### config.mk
export PLATFORM = sky130hd
export DESIGN_NAME = ps2_kbd_ctrl
export DESIGN_NICKNAME = d
export VERILOG_FILES = /design/src/rtl/ps2_kbd_ctrl.sv
export SDC_FILE = /design/constraint.sdc
export NUM_CORES = 1
export LEC_CHECK = 0
export CORE_MARGIN = 2
export CORE_UTILIZATION = 55
export CTS_BUF_LIST = sky130_fd_sc_hd__clkbuf_16
export DETAILED_ROUTE_END_ITERATION = 16
export GPL_TIMING_DRIVEN = 0
export HOLD_SLACK_MARGIN = 0.05
export PLACE_DENSITY_LB_ADDON = 0.1
export SYNTH_ARGS = -nofsm -noshare
export SYNTH_HDL_FRONTEND = slang
export SYNTH_SLANG_ARGS = --single-unit
### constraint.sdc
create_clock -name clk -period 4.03 [get_ports clk]
set_clock_uncertainty 0.2 [all_clocks]
set_input_delay 0.806 -clock clk [delete_from_list [all_inputs] [get_ports clk]]
set_output_delay 0.806 -clock clk [all_outputs]
set_load 0.005 [all_outputs]
### src/rtl/ps2_kbd_ctrl.sv
// PS/2 keyboard receiver: synchronises the raw PS/2 lines, assembles 11-bit frames,
// decodes E0/F0 prefixes into {ext, brk, code} events and queues them in a 4-deep FWFT FIFO.
module ps2_kbd_ctrl #(
    parameter int TIMEOUT_CYC = 5000
) (
    input  logic       clk,
    input  logic       rst,
    input  logic       ps2_clk,
    input  logic       ps2_data,
    input  logic       rd_en,
    input  logic       err_clr,
    output logic       ev_valid,
    output logic [9:0] ev_data,
    output logic       ovf,
    output logic       frame_err
);

    localparam int TW = $clog2(TIMEOUT_CYC + 1);
    localparam logic [TW-1:0] TMO_LAST = TW'(TIMEOUT_CYC - 1);

    typedef enum logic [1:0] {
        IDLE    = 2'd0,
        EXT     = 2'd1,
        BRK     = 2'd2,
        EXT_BRK = 2'd3
    } state_t;

    // Odd parity over the eight data bits plus the parity bit.
    function automatic logic odd_parity_ok(input logic [8:0] bits);
        return ^bits;
    endfunction

    logic [2:0]    sync_r;
    logic [1:0]    dsync_r;
    logic          fall_s;
    logic          bit_s;
    logic [3:0]    bit_cnt_r;
    logic [9:0]    shift_r;
    logic [TW-1:0] tmo_r;
    logic [7:0]    code_r;
    logic          code_stb_r;
    logic          frame_err_r;
    state_t        state_r;
    state_t        state_nxt_s;
    logic          push_s;
    logic [9:0]    push_data_s;

    logic [9:0]    mem_r [0:3];
    logic [1:0]    wr_ptr_r;
    logic [1:0]    rd_ptr_r;
    logic [2:0]    cnt_r;
    logic [2:0]    cnt_nxt_s;
    logic          do_pop_s;
    logic          do_push_s;
    logic          full_s;
    logic          ovf_set_s;
    logic [9:0]    head_nxt_s;

    // Data takes two stages so it stays aligned with sync_r[1], the newer edge-detect tap.
    assign fall_s    = sync_r[2] & ~sync_r[1];
    assign bit_s     = dsync_r[1];
    assign frame_err = frame_err_r;

    // Line synchronisers.
    always_ff @(posedge clk) begin
        if (rst) begin
            sync_r  <= 3'b111;
            dsync_r <= 2'b11;
        end else begin
            sync_r  <= {sync_r[1:0], ps2_clk};
            dsync_r <= {dsync_r[0], ps2_data};
        end
    end

    // Frame assembly, validation and inter-edge timeout.
    always_ff @(posedge clk) begin
        if (rst) begin
            bit_cnt_r   <= 4'd0;
            shift_r     <= 10'd0;
            tmo_r       <= '0;
            code_r      <= 8'd0;
            code_stb_r  <= 1'b0;
            frame_err_r <= 1'b0;
        end else begin
            code_stb_r  <= 1'b0;
            frame_err_r <= 1'b0;
            if (fall_s) begin
                tmo_r <= '0;
                if (bit_cnt_r == 4'd10) begin
                    bit_cnt_r <= 4'd0;
                    if (!shift_r[0] && bit_s && odd_parity_ok(shift_r[9:1])) begin
                        code_r     <= shift_r[8:1];
                        code_stb_r <= 1'b1;
                    end else begin
                        frame_err_r <= 1'b1;
                    end
                end else begin
                    shift_r[bit_cnt_r] <= bit_s;
                    bit_cnt_r          <= bit_cnt_r + 4'd1;
                end
            end else if (bit_cnt_r != 4'd0) begin
                if (tmo_r == TMO_LAST) begin
                    bit_cnt_r   <= 4'd0;
                    tmo_r       <= '0;
                    frame_err_r <= 1'b1;
                end else begin
                    tmo_r <= tmo_r + 1'b1;
                end
            end else begin
                tmo_r <= tmo_r;
            end
        end
    end

    // Prefix decode: next state and the event to push for the accepted code.
    always_comb begin
        state_nxt_s = state_r;
        push_s      = 1'b0;
        push_data_s = 10'd0;
        if (code_stb_r) begin
            case (state_r)
                IDLE: begin
                    if (code_r == 8'hE0) begin
                        state_nxt_s = EXT;
                    end else if (code_r == 8'hF0) begin
                        state_nxt_s = BRK;
                    end else begin
                        push_s      = 1'b1;
                        push_data_s = {2'b00, code_r};
                    end
                end
                EXT: begin
                    if (code_r == 8'hF0) begin
                        state_nxt_s = EXT_BRK;
                    end else if (code_r == 8'hE0) begin
                        state_nxt_s = EXT;
                    end else begin
                        push_s      = 1'b1;
                        push_data_s = {2'b10, code_r};
                        state_nxt_s = IDLE;
                    end
                end
                BRK: begin
                    if (code_r == 8'hE0) begin
                        state_nxt_s = EXT_BRK;
                    end else begin
                        push_s      = 1'b1;
                        push_data_s = {2'b01, code_r};
                        state_nxt_s = IDLE;
                    end
                end
                EXT_BRK: begin
                    push_s      = 1'b1;
                    push_data_s = {2'b11, code_r};
                    state_nxt_s = IDLE;
                end
                default: begin
                    state_nxt_s = IDLE;
                end
            endcase
        end else if (frame_err_r) begin
            state_nxt_s = IDLE;
        end else begin
            state_nxt_s = state_r;
        end
    end

    // Decode state register.
    always_ff @(posedge clk) begin
        if (rst) begin
            state_r <= IDLE;
        end else begin
            state_r <= state_nxt_s;
        end
    end

    // FIFO control and the next head value, so ev_data can be a plain register.
    always_comb begin
        full_s     = (cnt_r == 3'd4);
        do_pop_s   = rd_en && (cnt_r != 3'd0);
        do_push_s  = push_s && (!full_s || do_pop_s);
        ovf_set_s  = push_s && full_s && !do_pop_s;
        cnt_nxt_s  = cnt_r + {2'b00, do_push_s} - {2'b00, do_pop_s};
        head_nxt_s = ev_data;
        if (cnt_nxt_s == 3'd0) begin
            head_nxt_s = 10'd0;
        end else if (do_pop_s) begin
            if (cnt_r == 3'd1) begin
                head_nxt_s = push_data_s;
            end else begin
                head_nxt_s = mem_r[rd_ptr_r + 2'd1];
            end
        end else if (cnt_r == 3'd0) begin
            head_nxt_s = push_data_s;
        end else begin
            head_nxt_s = ev_data;
        end
    end

    // Event FIFO storage, pointers and sticky overflow.
    always_ff @(posedge clk) begin
        if (rst) begin
            for (int i = 0; i < 4; i++) begin
                mem_r[i] <= 10'd0;
            end
            wr_ptr_r <= 2'd0;
            rd_ptr_r <= 2'd0;
            cnt_r    <= 3'd0;
            ev_valid <= 1'b0;
            ev_data  <= 10'd0;
            ovf      <= 1'b0;
        end else begin
            if (do_push_s) begin
                mem_r[wr_ptr_r] <= push_data_s;
                wr_ptr_r        <= wr_ptr_r + 2'd1;
            end
            if (do_pop_s) begin
                rd_ptr_r <= rd_ptr_r + 2'd1;
            end
            cnt_r    <= cnt_nxt_s;
            ev_valid <= (cnt_nxt_s != 3'd0);
            ev_data  <= head_nxt_s;
            if (ovf_set_s) begin
                ovf <= 1'b1;
            end else if (err_clr) begin
                ovf <= 1'b0;
            end
        end
    end

endmodule

# ---- Word-level counts from Yosys, hierarchy flattened
# Memory sizes are Yosys's and may differ from the RTL's.
# Cells that the tools add are included.
dict set report totals {
  regBits 63
  latch_bits 0
  ramBits 40
  rom_bits 0
  input_bits 6
  out_inout_bits 13
  mem_count 1
}
# name words word_bits read_ports rd_clocked_by_memory_dff wr line_no
set mem_list {}
lappend mem_list {mem_r 4 10 1 0 4 48} ;# logic [9:0] mem_r [0:3];
dict set report classes {
  add_sub_neg 6
  n_mul 0
  n_div 0
  magnitude_cmp 2
  eq_ne 10
  n_shift 0
  n_mux 48
  bitwise 4
  n_reduce_logical 31
}
# operator n
set op_table {}
lappend op_table {{10-bit two-way mux} 7}
lappend op_table {{10-bit one-hot mux with 4 select lines} 1}
lappend op_table {{1-bit two-way mux} 21}
lappend op_table {{8-bit equality test (second input constant)} 2}
lappend op_table {{4-bit two-way mux} 4}
lappend op_table {{8-bit two-way mux} 2}
lappend op_table {{2-bit two-way mux} 7}
lappend op_table {{13-bit by 1-bit adder with 13-bit output (second input constant)} 1}
lappend op_table {{13-bit equality test (second input constant)} 1}
lappend op_table {{13-bit two-way mux} 1}
lappend op_table {{10-bit bitwise mux} 1}
lappend op_table {{2-bit nonzero test} 5}
lappend op_table {{10-bit OR reduction} 1}
lappend op_table {{9-bit two-way mux} 1}
lappend op_table {{9-bit XOR reduction} 1}
lappend op_table {{2-bit one-hot mux with 4 select lines} 1}
lappend op_table {{1-bit logical AND} 7}
lappend op_table {{3-bit zero test} 2}
lappend op_table {{2-bit AND reduction} 3}
lappend op_table {{3-bit nonzero test} 2}
lappend op_table {{4-bit by 5-bit less-than comparator with 1-bit output (second input constant)} 1}
lappend op_table {{2-bit by 1-bit adder with 2-bit output (second input constant)} 2}
lappend op_table {{4-bit by 1-bit adder with 4-bit output (second input constant)} 1}
lappend op_table {{1-bit demux with 4-bit select} 1}
lappend op_table {{other kinds (19)} 25}

# ---- Depth between registers and ports, before layout
# Gate-level depths: netlist (run 1).
dict set report logic_depth {
  word_depth 11
  depth_mapped 12
}

# ---- Worst setup path before layout (run 1)
# No wires, ideal clock.
dict set report synth_timing {
  path_type {input to register}
  start {input rd_en}
  end {register ev_data[4]}
  t_arrival_ns 3.116
  required_ns 3.714
  setup_slack_ns 0.598
  stages 12
  path_buffers 0
  path_cell_list {nor4b_1 -> a311oi_1 -> inv_1 -> ha_1 -> inv_1 -> ha_1 -> fa_1 -> xnor2_1 -> xnor2_1 -> a21o_1 -> inv_1 -> o211a_1}
}
dict set report synth_between {
  elab_chain_cells 7
  elab_cells_between_ends 9
  classes_between {add/sub: 2; mux: 1; reduce/logical: 6}
}
# element line_no
set synth_lines {}
lappend synth_lines {{from (decl)} 10} ;# input logic rd_en,
lappend synth_lines {{1-bit logical AND *} 180} ;# do_pop_s = rd_en && (cnt_r != 3'd0);
lappend synth_lines {{1-bit logical OR} 181} ;# do_push_s = push_s && (!full_s || do_pop_s);
lappend synth_lines {{1-bit logical AND} 181}
lappend synth_lines {{3-bit by 1-bit adder with 3-bit output} 183} ;# cnt_nxt_s = cnt_r + {2'b00, do_push_s} - {2'b00, do_pop_s};
lappend synth_lines {{3-bit by 1-bit subtractor with 3-bit output} 183}
lappend synth_lines {{3-bit zero test} 185} ;# if (cnt_nxt_s == 3'd0) begin
lappend synth_lines {{2-bit OR reduction (no source line)} --}
lappend synth_lines {{to (signal assigned)} 222} ;# ev_data <= head_nxt_s;
lappend synth_lines {{to (decl)} 13} ;# output logic [9:0] ev_data,
# Mark *: on every way between the ends. The rest lies on a longest branch, timed or not.
# A chain may end at the register's enable or synchronous reset.

# ---- Worst setup path in the final report (run 1)
dict set report layout_timing {
  start {input rd_en}
  end {register ev_data[8]}
}
# The elaborated chain is that of the path after synthesis.

==> impl_results.md, run 1 <==
- Total GRT Usage: 23.2%
- Syn Area/Cell: 10.6 sq um
- Initial antenna violation count: 0
- Post-DP HPWL: 6620 microns
- PortBufs: 17
- Clk_lat worst skew: 350 ps
- Clock sinks: 103
- Max Root-Sink Buffers: 2
- Sequential Area: 2460 sq um
- Area Growth Syn to Fin: 13.6%
- Overflow after GRT: 0
- DR WL/cell: 17.3 microns
- CP Capture Type: register
- Synth unique cells: 58
- Synth top area share: 27.6%
- Mapped Area: 4570 sq um
- Final setup vio count: 0
- Largest net degree at the start of global routing: 21
- Worst EP arrival: 3840 ps
- First-pass iteration count of the detailed router: 4
- CP Class: primary input to register
- Detailed Route WL: 9820 microns
- Fmax: 0.263 GHz
- Post-Syn Nets: 440
- Synth top cells by count: 85 x nor2_1, 63 x dfxtp_1, 40 x edfxtp_1
- Dominant synthesized flop cell: dfxtp_1
- Most frequent cell after synthesis: nor2_1
- Cell Count, Final, Fillers Out: 568
- Drt via density: 5.71
- Max_cap viols: 0
- Layout filler cell count: 672
- CTS root buf: clkbuf_16
- Multi-input gate area: 1980 sq um
- Top cells by area, synth: dfxtp_1 28%, edfxtp_1 26%, nor2_1 7.0%, mux4_2 4.9%, mux2i_1 3.5%
- # IOs: 19
- Yosys reg bits: 103
- CTS tree: built
- Asr flop ratio synth: 0%
- Antenna-violating nets left: 0
- Tcrit/Tclk final: 94.4%
- Overall power: 2.57 mW
- Leak pwr: 1.82 nW
- CP Max Fanout: 8
- Drt drc: 0
- Die Ht: 95.2 microns
- HP Class: register to register
- Post-synth top area cell: dfxtp_1
- Final number of hold-violating endpoints: 0
- Placed standard-cell area: 4870 sq um
- Die area: 9050 sq um
- Pins over their slew limit: 0
- Max VDD drop: 249 uV
- Worst hold slack: 212 ps
- RSZ-0062 raised after global routing: no
- Fraction of layout cells with a size suffix above 1: 10.6%
- Row count: 33
- Critical path startpoint category: primary input
- Status: completed
- Die X: 95.2 microns
- Via count: 3242
- Crit path time final: 3800 ps
- First-pass GRT wire length: 15500 microns
- Register area share after synthesis: 53.9%
- Data required, critical path: 4070 ps
- Core area: 8130 sq um
- Max_slew headroom: 26.9%
- Fin nets: 468
- Clock transition at the registers of the reported paths: 70 ps
- Initial DRC Count: 160
- Post-route cell area: 5190 sq um
- H-tree depth: 3
- TritonCTS Buffers: 9
- Synthesized instance count: 430
- Synth warnings: 0
- Vias in the first global route: 3073
- Worst slew pin tran: 1090 ps
- Post-synth EDFFs: 40
- Starting Density: 56.2%
- Placer congestion estimate: 0.825
- Antenna cells: 0
- Number of instances in the placed design: 552
- PD cells: 495 nW/um^2
- Final core occ: 63.8%
## critical path, stage by stage
cell             delay (ps)
clkdlybuf4s50_1         590
nor4b_2                 120
a311oi_4                440
inv_1                    90
ha_1                    290
inv_1                    40
ha_1                    180
fa_1                    380
xnor2_1                 150
xnor2_1                 200
a21o_1                  300
inv_1                   130
o211a_1                 130
## logic make-up (layout without fill, tap and decap cells)
kind of cell | after synthesis | after routing | synth area share, %
flops | 103 | 103 | 53.9
simple gates | 184 | 184 | 19.1
buf+inv | 36 | 69 | 3.26
mux | 27 | 27 | 8.93
fa+ha+maj | 4 | 4 | 1.26
compound gates | 51 | 51 | 7.80
xor+xnor | 25 | 25 | 5.75
## layout make-up
class | count | area share, %
multi-input combinational | 291 | 38.2
clock inverter | 7 | 1.37
tap | 105 | 2.53
buffer | 20 | 1.71
sequential | 103 | 47.4
timing repair buffer | 17 | 3.28
inverter | 16 | 1.16
clock buffer | 9 | 4.34
## metal layers
| metal | wire length [microns] | track usage, % |
|---|---|---|
| met5 | 0 | 0 |
| met3 | 388 | 6.17 |
| met2 | 4590 | 36.2 |
| met1 | 4700 | 32.2 |
| met4 | 148 | 6.04 |
## where the power goes
part           leakage (nW)  total (mW)  internal [mW]  switching [mW]
Combinational         0.746       0.501          0.246           0.255
Sequential            0.924        1.21           1.16          0.0517
Clock                 0.145       0.857          0.437           0.420
Total                  1.82        2.57           1.84           0.727
## repair_timing
action,in CTS,in global routing
gates cloned,0,0
buffers inserted,0,0
hold buffers,0,0
gates resized for setup,1,2
setup endpoints to repair,4,3
## registers in the layout, summed over array words and instances (netlist names)
signal      flops
ovf             1
code_stb_r      1
ev_valid        1
cnt_r           3
state_r         2
ev_data        10
sync_r          3
mem_r          40
rd_ptr_r        2
tmo_r          13
frame_err       1
shift_r        10
dsync_r         2
wr_ptr_r        2
bit_cnt_r       4
code_r          8
## through the flow
step | worst slack [ps] | setup TNS, ps
6_report | 227 | 0
3_3_place_gp | -482 | -4050
3_5_place_dp | -501 | -4310
4_1_cts | 135 | 0
5_1_grt | 75.0 | 0
2_1_floorplan | 598 | 0
## layout by cell type (no fill, tap or decap), types with 3 or more instances in the layout
master,n
clkdlybuf4s50_1,17
nor3_1,7
nand2_1,34
a21oi_1,14
o21ai_0,5
nand4_1,5
clkbuf_16,9
ha_1,3
nand2b_1,3
nor2b_1,10
mux4_2,10
nor2_1,85
o211ai_1,3
a211oi_1,4
a21o_1,3
o22ai_1,4
buf_2,4
edfxtp_1,40
xnor2_1,13
nor3b_1,3
or2_2,6
xor2_1,9
inv_1,16
mux2i_1,16
clkbuf_1,12
dfxtp_1,63
clkinv_4,3
o211a_1,3
nand3_1,14
## final timing paths
check,startpoint,to,slack [ps],cells after the start
worst max register to register,code_r[4],ev_data[8],570,12
worst max-delay path,rd_en,ev_data[8],230,13
worst min register to register,sync_r[0],sync_r[1],210,1
worst min-delay path,sync_r[0],sync_r[1],210,1
No activity file was read; power rests on OpenSTA's default activity.
==> run 2, diff against run 1 <==
- CORE_UTILIZATION: 55 -> 60
- clock period: 4.03 -> 3.65 ns (I/O delays scaled with it)
==> run 2 against run 1 <==
Net effect:
- die area down 8.0%
- wire length is 5.5% lower
- power increased by 8.6%
- global-route usage is 1.0 points higher
- combinational power up 12%
- register-to-register slack lost 110 ps
- core utilization increased by 6.7 points
- via count is 0.77% lower
- sequential cell count unchanged
- largest power group unchanged
==> impl_results.md, run 2 (synthesis gave the netlist of run 1 again) <==
- # IOs: 19
- Clk_lat worst skew: 340 ps
- Crit path top cell by count: inv_1
- Most frequent cells in the layout: 85 x nor2_1, 63 x dfxtp_1, 40 x edfxtp_1
- Number of instances in the placed design: 546
- Core area: 7330 sq um
- Dpl ws: -852 ps
- Overflow after GRT: 0
- Final worst slack: 459 ps
- Reg2reg setup slack: 460 ps
- Max Root-Sink Buffers: 2
- Initial DRC Count: 191
- Worst slew pin tran: 1060 ps
- Area Growth Syn to Fin: 13.1%
- Max reg flops: 40
- Cell Count, Final, Fillers Out: 563
- Row count: 31
- FF-to-FF End: ev_data[9]
- Die Ht: 91.3 microns
- Cell count of the worst reg-to-reg path: 12
- CP peak stage delay: 480 ps
- Max_slew headroom: 29.4%
- Fraction of layout cells with a size suffix above 1: 10.3%
- Leak pwr: 1.83 nW
- Clock sinks: 103
- Crit path capture: ev_data[9]
- Slowest-stage cell, CP: dfxtp_1
- Starting Density: 62.3%
- Total GRT Usage: 24.2%
- Post-DP HPWL: 6450 microns
- Critical path startpoint category: register
- Sequential share of power: 48.0%
- H-tree depth: 3
- Fin nets: 469
- Cell internal pwr: 2.03 mW
- DR WL/cell: 16.5 microns
- First-pass GRT wire length: 15600 microns
- Die X: 91.3 microns
- Antenna cells: 0
- PD cells: 540 nW/um^2
- CTS root buf: clkbuf_16
- Placer congestion estimate: 0.882
- Switching power: 0.764 mW
- RSZ-0062 raised after global routing: no
- HP Class: register to register
- PortBufs: 17
- Largest reg by FF count: mem_r
- CP Class: register to register
- Fmax: 0.313 GHz
- Max VDD drop: 368 uV
- Vias in the first global route: 3090
- Final setup vio count: 0
- Tcrit/Tclk final: 87.4%
- Largest net degree at the start of global routing: 18
- Critical R2R Launch: code_r[4]
- Critical path origin: code_r[4]
- Power share of the combinational group: 20.0%
- Clock power share: 31.9%
- Via count: 3217
- Pins over their slew limit: 0
- Final number of hold-violating endpoints: 0
- Status: completed
- Drt via density: 5.71
- Crit path time final: 3190 ps
- Commonest non-fill, non-tap cell in the layout: nor2_1
- Antenna-violating nets left: 0
- Cells along the critical path: o21ai_0 -> a311oi_2 -> inv_1 -> ha_1 -> inv_1 -> ha_1 -> fa_1 -> xnor2_1 -> xnor2_1 -> a21o_2 -> inv_1 -> o211a_1
- Worst hold slack: 214 ps
- CTS tree: built
- Largest registers: mem_r x40, tmo_r x13
- Switching share of power: 27.4%
- Worst EP arrival: 3230 ps
- Die area: 8330 sq um
- CP Capture Type: register
- Detailed Route WL: 9290 microns
- Drt drc: 0
- Max_cap viols: 0
- First-pass iteration count of the detailed router: 4
- Setup TNS: 0 ps
- TritonCTS Buffers: 9
- Data required, critical path: 3680 ps
- CP Max Fanout: 8
- Initial antenna violation count: 0
- Clock transition at the registers of the reported paths: 70 ps
- Layout filler cell count: 558
[run 2: what timing repair did]
| action | in CTS | in global routing |
|---|---|---|
| buffers inserted | 1 | 0 |
| pin swaps | 1 | 0 |
| gates resized for setup | 2 | 3 |
| hold buffers | 0 | 0 |
| setup endpoints to repair | 12 | 4 |
[run 2: critical path, delay by kind of cell, from the launching register on]
kind                     cells  cell delay [ps]
XOR/XNOR                     2              380
AO/OA/AOI/OAI                4              930
flip-flops                   1              480
adder cells (fa/ha/maj)      3              850
buffers and inverters        3              240
[run 2: cell type report]
class | instances | area, sq um | share of cell area, %
Clock inverter | 7 | 48.8 | 0.944
Buffer | 20 | 88.8 | 1.72
Timing Repair Buffer | 18 | 180 | 3.48
Clock buffer | 9 | 225 | 4.36
Tap cell | 99 | 124 | 2.40
Sequential cell | 103 | 2460 | 47.6
Multi-Input combinational cell | 291 | 1980 | 38.3
Inverter | 16 | 60.1 | 1.16
[run 2: power by group through the flow]
stage               Combinational, mW  Clock (mW)  Sequential, mW
global route                    0.620       0.951            1.35
floorplan                       0.346           0            1.35
detailed placement              0.544           0            1.36
finish                          0.559       0.891            1.34
CTS                             0.551       0.906            1.34
global placement                0.529           0            1.36
[run 2: how the worst min path moves through the flow]
| stage | cells past startpoint | slack, ps | startpoint | end |
|---|---|---|---|---|
| after global routing | 1 | 230 | sync_r[0] | sync_r[1] |
| final | 1 | 210 | dsync_r[0] | dsync_r[1] |
| after detailed placement | 1 | 200 | dsync_r[0] | dsync_r[1] |
| after global placement | 1 | 190 | dsync_r[0] | dsync_r[1] |
| after floorplan | 1 | 190 | dsync_r[0] | dsync_r[1] |
| after CTS | 1 | 220 | dsync_r[0] | dsync_r[1] |
[run 2: stage by stage]
step | total power [mW] | utilization [%] | instance area (sq um)
finish | 2.79 | 70.5 | 5170
CTS | 2.79 | 70.4 | 5160
global route | 2.92 | 70.5 | 5170
detailed placement | 1.90 | 66.3 | 4860
global placement | 1.89 | 66.3 | 4860
floorplan | 1.70 | - | 4570
[run 2: routing by layer]
layer  wire length [microns]  track usage (%)  vias to the layer above
met5                       0                0                        -
met4                      80             6.57                        0
met3                     538             4.48                        7
met2                    4470             39.3                       83
met1                    4200             33.7                     1556
li1                        -                -                     1571
==> run 3, diff against run 2 <==
- PLACE_DENSITY: default -> 0.8
- PLACE_DENSITY_LB_ADDON: 0.1 -> default
==> run 3 against run 2 <==
Net effect:
- first-iteration DRC count increased by 5.2%
- wire length is 6.5% higher
- combinational power up 2%
- power up 1.1%
- core utilization up 0.12 points
- cell count is 0.18% higher
- hold slack worse by 4.4 ps
- via count rose by 0.59%
- sequential share of layout area is 0.081 points lower
- clock-buffer cell count unchanged
- largest power group unchanged
==> impl_results.md, run 3 (synthesis gave the netlist of run 1 again) <==
- FF-to-FF End: ev_data[2]
- Fraction of layout cells with a size suffix above 1: 10.1%
- Pins over their slew limit: 0
- Antenna-violating nets left: 0
- Via count: 3236
- H-tree depth: 3
- Die area: 8330 sq um
- Max_slew headroom: 27.3%
- Largest registers: mem_r x40, tmo_r x13
- Clock sinks: 103
- CP Capture Type: register
- Max_cap viols: 0
- Initial antenna violation count: 0
- Critical R2R Launch: code_r[4]
- CP Class: primary input to register
- Max Root-Sink Buffers: 2
- Most frequent cells in the layout: 85 x nor2_1, 63 x dfxtp_1, 40 x edfxtp_1
- Worst Hold Path EP: dsync_r[1]
- Final number of hold-violating endpoints: 0
- DR WL/cell: 17.5 microns
- Max VDD drop: 264 uV
- HP Class: register to register
- Leak pwr: 1.84 nW
- Reg2reg setup slack: 420 ps
- CTS tree: built
- Drt drc: 0
- Min-delay src: dsync_r[0]
- Die Ht: 91.3 microns
- TritonCTS Buffers: 9
- Row count: 31
- Total GRT Usage: 25.1%
- Final setup vio count: 0
- Detailed Route WL: 9890 microns
- CTS root buf: clkbuf_16
- Commonest non-fill, non-tap cell in the layout: nor2_1
- Largest net degree at the start of global routing: 16
- # IOs: 19
- Critical path startpoint category: primary input
- PortBufs: 17
- Data required, critical path: 3710 ps
- Drt via density: 5.74
- Antenna cells: 0
- First-pass iteration count of the detailed router: 4
- First-pass GRT wire length: 16100 microns
- Max reg flops: 40
- Clock transition at the registers of the reported paths: 60 ps
- Largest reg by FF count: mem_r
- CP Max Fanout: 7
- Placer congestion estimate: 0.868
- Starting Density: 62.3%
- Fmax: 0.287 GHz
- Die X: 91.3 microns
- Worst slew pin tran: 1090 ps
- Hold-critical path depth: 1
- Worst hold slack: 209 ps
- Fin nets: 470
- PD cells: 545 nW/um^2
- Core area: 7330 sq um
- Cell count of the worst reg-to-reg path: 12
- Initial DRC Count: 201
- Vias in the first global route: 3264
- Status: completed
- Crit path time final: 3490 ps
- Tcrit/Tclk final: 95.5%
- Overall power: 2.82 mW
- Post-DP HPWL: 6670 microns
- Overflow after GRT: 0
- Area Growth Syn to Fin: 13.3%
- Worst EP arrival: 3550 ps
- Clk_lat worst skew: 340 ps
run 3: repair_timing:
action,in CTS,in global routing
endpoints found under the hold margin,0,0
hold buffers,0,0
endpoints found under the setup margin,11,3
resized for setup,2,2
setup buffers,1,1
pin swaps,1,1
run 3: power by group:
group / leakage (nW) / switching, mW / total, mW / internal (mW)
Sequential: 0.924 / 0.0588 / 1.34 / 1.28
Clock: 0.156 / 0.392 / 0.910 / 0.518
Combinational: 0.756 / 0.284 / 0.569 / 0.285
run 3: stage by stage:
step	setup WS [ps]	utilization, %	std cells	cell area, sq um	TNS [ps]
finish	164	70.6	564	5180	0
global route	-13.0	70.6	564	5180	-19.2
CTS	170	70.4	563	5160	0
detailed placement	-759	66.3	546	4860	-9870
global placement	-684	66.3	546	4860	-7450
floorplan	294	-	430	4570	0
run 3: worst max-delay path by stage:
stage,start,to,slack (ps),depth (start not counted)
floorplan,rd_en,ev_data[4],290,12
global placement,rd_en,ev_data[4],-680,13
global route,rd_en,ev_data[4],-10,13
CTS,rd_en,ev_data[4],170,13
detailed placement,rd_en,ev_data[4],-760,13
finish,rd_en,ev_data[2],160,13
run 3: cell type report:
cell class	count	area [sq um]
fillers	524	2150
plain buffers	20	88.8
repair buffers	19	185
clock inverters	7	52.6
multi-input cells	291	1980
flip-flops and latches	103	2460
well taps	99	124
inverters	16	60.1
clock buffers	9	225
run 3: routing by layer:
metal | GRT usage (%) | routed length (microns)
met1 | 31.2 | 4140
met2 | 43.0 | 4910
met3 | 5.23 | 632
met4 | 10.1 | 206
met5 | 0 | 0
run 3: critical path: stages:
cell and delay (ps):
clkdlybuf4s50_1 610, nor4b_4 100, a311oi_2 240, inv_1 80, ha_1 280, inv_1 40
ha_1 190, fa_1 390, xnor2_1 150, xnor2_1 160, a21o_2 280, buf_4 150
a211oi_1 150
